[src/rtl/drive_supervisor_pkg.sv]
// Shared types and constants for the drive supervisor: FSM encoding, counter width,
// parameter legality limits and a couple of small counter helpers.
package drive_supervisor_pkg;

  localparam int CNT_W = 8;

  localparam int N_CPU_MIN    = 1;
  localparam int N_CPU_MAX    = 32;
  localparam int DEBOUNCE_MIN = 1;
  localparam int DEBOUNCE_MAX = 255;
  localparam int COOLDOWN_MIN = 1;
  localparam int COOLDOWN_MAX = 255;

  typedef enum logic [1:0] {
    PARKED     = 2'd0,
    DRIVING    = 2'd1,
    OUT_OF_GAS = 2'd2,
    ARRIVED    = 2'd3
  } state_e;

  typedef logic [CNT_W-1:0] cnt_t;

  function automatic int clamp(input int v, input int lo, input int hi);
    return (v < lo) ? lo : ((v > hi) ? hi : v);
  endfunction

  function automatic cnt_t sat_inc(input cnt_t v);
    return (v == '1) ? v : v + cnt_t'(1);
  endfunction

endpackage

[src/rtl/drive_supervisor_if.sv]
// Bundle of the supervisor's sensor inputs and command outputs.
interface drive_supervisor_if #(
  parameter int N_CPU = 4
) ();

  logic [N_CPU-1:0] cpu_overheated;
  logic             arrived;
  logic             gas_tank_empty;
  logic             start;
  logic [N_CPU-1:0] shut_off_computer;
  logic             keep_driving;
  logic             all_computers_off;
  logic [1:0]       state;

  modport master (
    output cpu_overheated, arrived, gas_tank_empty, start,
    input  shut_off_computer, keep_driving, all_computers_off, state
  );

  modport slave (
    input  cpu_overheated, arrived, gas_tank_empty, start,
    output shut_off_computer, keep_driving, all_computers_off, state
  );

endinterface

[src/rtl/overheat_filter.sv]
// One CPU thermal channel: debounces the overheat flag into a registered shut-off
// and holds it until a run of cool samples has elapsed.
module overheat_filter
  import drive_supervisor_pkg::*;
#(
  parameter int DEBOUNCE = 3,
  parameter int COOLDOWN = 8
) (
  input  logic clk,
  input  logic reset,
  input  logic overheated,
  output logic shut_off
);

  localparam cnt_t DEB_LAST  = cnt_t'(clamp(DEBOUNCE, DEBOUNCE_MIN, DEBOUNCE_MAX) - 1);
  localparam cnt_t COOL_LOAD = cnt_t'(clamp(COOLDOWN, COOLDOWN_MIN, COOLDOWN_MAX));

  cnt_t deb_q, deb_d;
  cnt_t cool_q, cool_d;
  logic shut_q, shut_d;

  always_comb begin
    // NOTE: every output of this block gets a default first so no path infers a latch.
    deb_d  = deb_q;
    cool_d = cool_q;
    shut_d = shut_q;
    if (!shut_q) begin
      if (!overheated) begin
        deb_d = '0;
      end else if (deb_q >= DEB_LAST) begin
        shut_d = 1'b1;
        cool_d = COOL_LOAD;
        deb_d  = '0;
      end else begin
        deb_d = sat_inc(deb_q);
      end
    end else begin
      if (overheated) begin
        cool_d = COOL_LOAD;
      end else if (cool_q <= cnt_t'(1)) begin
        // Last cool sample of the run: release and park the counter at zero.
        shut_d = 1'b0;
        cool_d = '0;
      end else begin
        cool_d = cool_q - cnt_t'(1);
      end
    end
  end

  // NOTE: state registers use non-blocking assignments so every flop samples pre-edge values.
  always_ff @(posedge clk) begin
    if (reset) begin
      deb_q  <= '0;
      cool_q <= '0;
      shut_q <= 1'b0;
    end else begin
      deb_q  <= deb_d;
      cool_q <= cool_d;
      shut_q <= shut_d;
    end
  end

  assign shut_off = shut_q;

endmodule

[src/rtl/drive_supervisor.sv]
// Vehicle drive supervisor: per-CPU thermal filters plus the driving-mode FSM that
// decides whether the vehicle keeps driving.
module drive_supervisor
  import drive_supervisor_pkg::*;
#(
  parameter int N_CPU    = 4,
  parameter int DEBOUNCE = 3,
  parameter int COOLDOWN = 8
) (
  input  logic               clk,
  input  logic               reset,
  drive_supervisor_if.slave  bus
);

  logic [N_CPU-1:0] shut;
  logic             all_off;
  state_e           state_q, state_d;

  for (genvar i = 0; i < N_CPU; i++) begin : g_ch
    overheat_filter #(
      .DEBOUNCE (DEBOUNCE),
      .COOLDOWN (COOLDOWN)
    ) u_filter (
      .clk        (clk),
      .reset      (reset),
      .overheated (bus.cpu_overheated[i]),
      .shut_off   (shut[i])
    );
  end

  assign all_off = &shut;

  always_comb begin
    state_d = state_q;
    unique case (state_q)
      PARKED:     if (bus.start && !bus.gas_tank_empty) state_d = DRIVING;
      DRIVING: begin
        if (bus.gas_tank_empty)   state_d = OUT_OF_GAS;
        else if (bus.arrived)     state_d = ARRIVED;
        else if (all_off)         state_d = PARKED;
      end
      OUT_OF_GAS: if (!bus.gas_tank_empty) state_d = PARKED;
      ARRIVED:    if (!bus.arrived)        state_d = PARKED;
      default:    state_d = PARKED;
    endcase
  end

  always_ff @(posedge clk) begin
    if (reset) state_q <= PARKED;
    else       state_q <= state_d;
  end

  // keep_driving drops in the same cycle as its cause, ahead of the state change.
  assign bus.keep_driving      = (state_q == DRIVING) && !bus.arrived
                                 && !bus.gas_tank_empty && !all_off;
  assign bus.shut_off_computer = shut;
  assign bus.all_computers_off = all_off;
  assign bus.state             = state_q;

endmodule

[src/flat_wrapper.sv]
// flat-port wrapper written by rule: the top's interface ports become plain ports
module drive_supervisor_flat import drive_supervisor_pkg::*;
#(
  parameter int N_CPU    = 4,
  parameter int DEBOUNCE = 3,
  parameter int COOLDOWN = 8
)
  (clk, reset, bus_cpu_overheated, bus_arrived, bus_gas_tank_empty, bus_start, bus_shut_off_computer, bus_keep_driving, bus_all_computers_off, bus_state);
  drive_supervisor_if #(.N_CPU(N_CPU)) bus_i ();
  input  logic clk;
  input  logic reset;
  input wire logic [$bits(bus_i.cpu_overheated)-1:0] bus_cpu_overheated;
  input wire logic [$bits(bus_i.arrived)-1:0] bus_arrived;
  input wire logic [$bits(bus_i.gas_tank_empty)-1:0] bus_gas_tank_empty;
  input wire logic [$bits(bus_i.start)-1:0] bus_start;
  output wire logic [$bits(bus_i.shut_off_computer)-1:0] bus_shut_off_computer;
  output wire logic [$bits(bus_i.keep_driving)-1:0] bus_keep_driving;
  output wire logic [$bits(bus_i.all_computers_off)-1:0] bus_all_computers_off;
  output wire logic [$bits(bus_i.state)-1:0] bus_state;
  assign bus_i.cpu_overheated = bus_cpu_overheated;
  assign bus_i.arrived = bus_arrived;
  assign bus_i.gas_tank_empty = bus_gas_tank_empty;
  assign bus_i.start = bus_start;
  assign bus_shut_off_computer = bus_i.shut_off_computer;
  assign bus_keep_driving = bus_i.keep_driving;
  assign bus_all_computers_off = bus_i.all_computers_off;
  assign bus_state = bus_i.state;
  drive_supervisor #(.N_CPU(N_CPU), .DEBOUNCE(DEBOUNCE), .COOLDOWN(COOLDOWN)) u_core (.clk(clk), .reset(reset), .bus(bus_i));
endmodule
[config.mk]
export PLATFORM = sky130hd
export DESIGN_NAME = drive_supervisor_flat
export DESIGN_NICKNAME = d
export VERILOG_FILES = /design/src/rtl/drive_supervisor_pkg.sv /design/src/rtl/drive_supervisor_if.sv /design/src/rtl/overheat_filter.sv /design/src/rtl/drive_supervisor.sv /design/src/flat_wrapper.sv
export SDC_FILE = /design/constraint.sdc
export NUM_CORES = 1
export LEC_CHECK = 0
export ABC_AREA = 1
export CORE_ASPECT_RATIO = 1.2
export CORE_MARGIN = 4
export CORE_UTILIZATION = 40
export DETAILED_ROUTE_END_ITERATION = 6
export SYNTH_ARGS = -nofsm -noshare
export SYNTH_HDL_FRONTEND = slang
export SYNTH_HIERARCHICAL = 1
export SYNTH_SLANG_ARGS = --single-unit
[constraint.sdc]
create_clock -name clk -period 1.8 [get_ports clk]
set_clock_uncertainty 0.15 [all_clocks]
set_input_delay 0.36 -clock clk [delete_from_list [all_inputs] [get_ports clk]]
set_output_delay 0.36 -clock clk [all_outputs]
set_load 0.01 [all_outputs]
**Yosys cells after proc, flatten, opt, wreduce, memory -nomap -nowiden**

Cells that the tools add are included.

- Register bits: 70
- Input port bits: 9
- Output and inout bits: 8
- Word-level logic and storage cells: 133

- Add/sub/neg operators: 8
- $lt $le $gt $ge: 8
- Equality and inequality tests: 15
- Muxes and demuxes: 59
- Bitwise operators: 4
- Reductions and logical operators: 26

Operators by type and width:

| cell | count |
|---|---|
| $mux W8 | 32 |
| $add A8 B1 Y8 const B | 4 |
| $eq A8 B8 Y1 const B | 4 |
| $ge A8 B2 Y1 const B | 4 |
| $le A8 B1 Y1 const B | 4 |
| $sub A8 B1 Y8 const B | 4 |
| $mux W1 | 20 |
| $reduce_and A2 Y1 | 8 |
| $reduce_bool A2 Y1 | 8 |
| $mux W2 | 6 |
| $ne A3 B3 Y1 const B | 4 |
| $pmux W2 S4 | 1 |
| $reduce_and A4 Y1 | 2 |
| $eq A2 B2 Y1 const B | 2 |
| $logic_and A1 B1 Y1 | 4 |
| $ne A2 B2 Y1 const B | 2 |
| $ne A4 B3 Y1 const B | 1 |
| $not A1 Y1 | 4 |
| $logic_not A1 Y1 | 3 |
| $eq A2 B1 Y1 const B | 1 |
| $logic_not A2 Y1 | 1 |
| $ne A2 B1 Y1 const B | 1 |

**Depth between registers and ports, before layout**

- Depth in word-level cells: 5
- Depth in mapped cells: 11
- Depth with buffers taken out: 11

**By module**

The synthesis kept the hierarchy.

By module, submodules not included:

| module | instances | cells an instance | area each (um2) | seq. area each (um2) |
|---|---|---|---|---|
| overheat_filter | 4 | 128 | 909.6 | 340.3 |
| drive_supervisor | 1 | 30 | 156.4 | 40.0 |

**Least setup slack after synthesis**

No wires, ideal clock.

- Path type: register -> register
- Start point: register u_core.g_ch[0].u_filter.deb_q[0]
- End point: register u_core.g_ch[0].u_filter.cool_q[7]
- Library setup time: 114 ps
- Arrival time: 1207 ps
- Required time: 1536 ps
- Path slack: 329 ps
- Cell stages (with the launch flop): 11
- Path buffers: 0
- Period minus slack after synthesis: 1471 ps
- Cell sequence: dfxtp_1 > inv_1 > ha_1 > nor2_1 > nand2_1 > nor2_4 > nand2_4 > nand4_1 > nand2_1 > nand2_2 > nor2_2

- Word-level cells in the longest chain between the ends: 3

Ends and longest elaborated chain:

| what | RTL line | RTL |
|---|---|---|
| start: declaration | overheat_filter.sv:18 | `cnt_t deb_q, deb_d;` |
| start signal: assignment | overheat_filter.sv:53 | `deb_q <= '0;` |
| start signal: assignment | overheat_filter.sv:57 | `deb_q <= deb_d;` |
| $ge A8 B2 Y1 | overheat_filter.sv:30 | `end else if (deb_q >= DEB_LAST) begin` |
| $reduce_bool A2 Y1 (no source line) | n/a |  |
| $reduce_and A2 Y1 (no source line) | n/a |  |
| end signal: assignment | overheat_filter.sv:58 | `cool_q <= cool_d;` |
| end: declaration | overheat_filter.sv:19 | `cnt_t cool_q, cool_d;` |

No other way between the ends.
A chain may end at the register's enable or synchronous reset.

**Worst setup path after layout**

- Start point: register u_core.g_ch[2].u_filter.shut_q
- End point: output port bus_keep_driving

- Word-level cells in the longest chain between the ends: 3

Ends and longest elaborated chain:

| what | RTL line | RTL |
|---|---|---|
| start: declaration | overheat_filter.sv:20 | `logic shut_q, shut_d;` |
| start signal: assignment | overheat_filter.sv:59 | `shut_q <= shut_d;` |
| $reduce_and A4 Y1 | drive_supervisor.sv:31 | `assign all_off = &shut;` |
| $logic_not A1 Y1 | drive_supervisor.sv:55 | `&& !bus.gas_tank_empty && !all_off;` |
| $logic_and A1 B1 Y1 | drive_supervisor.sv:55 |  |
| end: declaration | flat_wrapper.sv:17 | `output wire logic [$bits(bus_i.keep_driving)-1:0] bus_keep_driving;` |

No other way between the ends.

==> out/summary.txt <==
Status: complete, no violations
CP max FO: 2
Inst Count DP: 684
GRT Overall Usage: 14.4%
Clock power share: 30.0%
Worst slew pin tran: 0.329 ns
Iteration-0 DRC Markers: 116
I/O pin count: 17
Critical Path End Type: primary output
RePlAce Congestion: 0.851
Met3 Routed Length: 224 um
Yosys reg bits: 70
Hold path cells: 2
Hold_sp: reset
Comb power frac: 24.8%
Gate Count Post-Synth: 542
First-pass GRT wire length: 13500 um
Buffer depth of the longest clock path: 2
Area delta synth->final: 14.4%
Worst hold path class: in2reg
Post-route non-filler standard cell count: 700
Worst setup path startpoint: u_core/g_ch[2].u_filter/shut_off
DRC viols: 0
NetSw: 1.20 mW
Share of post-route cells with drive strength above 1: 21.7%
Synth Cell Area: 3790 um2
CTS H-tree depth: 3
Slew headroom: 78.0%
Power density of the placed cells: 857 nW/um2
Slew Viols, Final: 0
Max_cap viols: 0
R2R cell count: 11
Post-synth cell types: 25
Unrepaired setup endpoints after global routing: true
FILL cells: 997
Last element of the critical path: bus_keep_driving
Crit Reg-Reg Endpoint: u_core/g_ch[2].u_filter/cool_q[7]
Leak pwr: 2.06 nW
Final Util: 47.6%
Sequential share of power: 45.3%
Final instance area: 4340 um2
Syn Area/Cell: 7.00 um2
HPWL reported at the end of detailed placement: 5530 um
Final Hold Viols: 0
Max layer used: met4
Sink Count: 70
Tcrit/Tclk final: 95.7%
Sequential fraction of the synthesis area: 36.9%
Port bufs: 16
Nets: 601
Placement Cell Area: 4160 um2
Crit path time final: 1.72 ns
Standard-cell rows: 38
Routed len/inst: 10.7 um
Fmax: 581 MHz
ANT cells: 0
CTS Buf Count: 9
Critical path startpoint category: register
CP required: 1.29 ns
Largest net degree at the start of global routing: 15
Final Worst Setup Slack: 0.0779 ns
Initial antenna violation count: 0
RR Startpoint: u_core/g_ch[2].u_filter/cool_q[0]
Die area: 11100 um2
CTS root buffer: clkbuf_8
GRT overflow: 0
WHS: 0.250 ns
R2R setup slack: 0.12 ns
FF/Latch Area: 1410 um2
DIE WIDTH: 96.9 um
WS Path Type: reg2out
Setup Viol. Count Final: 0
CP arrival: 1.21 ns
Yosys warnings: 6
Vias per Instance: 4.73
Total routed wirelength: 7470 um
Worst-skew pair later-pin latency: 0.34 ns
Area occupied by multi-input gates: 2130 um2
Clock Pin Slew Worst Setup and Hold Paths: 0.07 ns
Pre-CTS setup slack: -0.379 ns
Via Count: 3308
Mapped Nets: 567
CTS tree: built
Core area: 9130 um2
First-pass DRT Iterations: 4
Post-DRT Antenna Nets: 0
Wire length on met1: 3640 um
Initial Utilization: 41.6%
Vias in the first global route: 3191
Metal2 WL: 3570 um
Die Ht: 115 um
Maximum VDD drop: 0.403 mV
Sw Ratio: 32.2%
Internal power: 2.52 mW
## area by class of cell
| cell class | instances | share of cell area (%) |
|---|---|---|
| well taps | 120 | 3.46 |
| clock inverters | 1 | 0.115 |
| inverters | 60 | 5.42 |
| repair buffers | 31 | 5.93 |
| multi-input cells | 404 | 48.9 |
| flip-flops and latches | 70 | 32.4 |
| clock buffers | 14 | 3.75 |
## layout by cell type, fill, tap and decap left out, drive strengths merged, types with 9 or more instances in the layout
cell type,Yosys,final
nand2,162,162
nand3,33,33
nand4,9,9
o21ai,21,21
nor2,113,113
a21oi,34,34
inv,60,60
dlygate4sd2,0,9
ha,16,16
clkbuf,4,14
buf,4,17
dfxtp,70,70
## power groups by stage
stage | Combinational, mW | Clock, mW | Sequential (mW)
2_1_floorplan | 0.719 | 0 | 1.71
3_3_place_gp | 0.913 | 0 | 1.72
3_5_place_dp | 0.930 | 0 | 1.72
4_1_cts | 0.925 | 1.17 | 1.68
5_1_grt | 1.06 | 1.24 | 1.70
6_report | 0.921 | 1.12 | 1.68
## metal layers
metal / global-route usage (%) / up-vias
li1: - / 1778
met1: 17.8 / 1491
met2: 24.6 / 37
met3: 3.05 / 2
met4: 5.81 / 0
met5: 0 / -
## how the worst min path moves through the flow
stage | end | slack (ns)
after floorplan | u_core/g_ch[0].u_filter/deb_q[3] | 0.26
after global placement | u_core/g_ch[1].u_filter/deb_q[5] | 0.27
after detailed placement | u_core/g_ch[0].u_filter/deb_q[6] | 0.27
after CTS | u_core/g_ch[3].u_filter/deb_q[6] | 0.23
after global routing | u_core/g_ch[3].u_filter/deb_q[6] | 0.24
final | u_core/g_ch[2].u_filter/deb_q[6] | 0.25
## state kept, by name, indices dropped and copies added (netlist names)
signal and count:
u_core/bus.state 2, u_core/g_ch.u_filter/shut_off 4, u_core/g_ch.u_filter/cool_q 32, u_core/g_ch.u_filter/deb_q 32
## timing repair
item | 4_1_cts | 5_1_grt
buffers inserted | 1 | 0
pin swaps | 1 | 2
endpoints found under the setup margin | 8 | 4
hold buffers | 0 | 0
gates resized for setup | 17 | 6
endpoints found under the hold margin | 0 | 0
## per-stage QoR
| step | TNS (ns) | total power, mW |
|---|---|---|
| 2_1_floorplan | 0 | 2.43 |
| 3_3_place_gp | -0.357 | 2.63 |
| 3_5_place_dp | -0.379 | 2.65 |
| 4_1_cts | 0 | 3.78 |
| 5_1_grt | -0.00399 | 3.99 |
| 6_report | 0 | 3.72 |
## cells by family after synthesis
logic type,count (synthesis),share of synthesized area (%)
adder cells (fa/ha/maj),16,5.28
flip-flops,70,36.9
buffers and inverters,68,7.39
AO/OA/AOI/OAI,59,9.33
AND/OR/NAND/NOR,329,41.1
## cells in the mapped netlist, drive strengths merged
| master | instances | area, um2 |
|---|---|---|
| nand3 | 33 | 185 |
| nor2 | 113 | 484 |
| nor3b | 4 | 50.1 |
| buf | 4 | 30.0 |
| nand2 | 162 | 738 |
| inv | 60 | 235 |
| or2 | 4 | 25.0 |
| a211oi | 4 | 30.0 |
| o21ai | 21 | 120 |
| ha | 16 | 200 |
| nor3 | 4 | 20.0 |
| nand4 | 9 | 56.3 |
| dfxtp | 70 | 1400 |
| clkbuf | 4 | 15.0 |
| a21oi | 34 | 204 |
## worst max-delay path, cell delays in order (launching register included)
cell and delay [ns]:
dfxtp_2 0.33, nand4_1 0.16, buf_4 0.19, nand2_4 0.05, inv_2 0.03, buf_6 0.10
(Power assumes the default switching activity.)
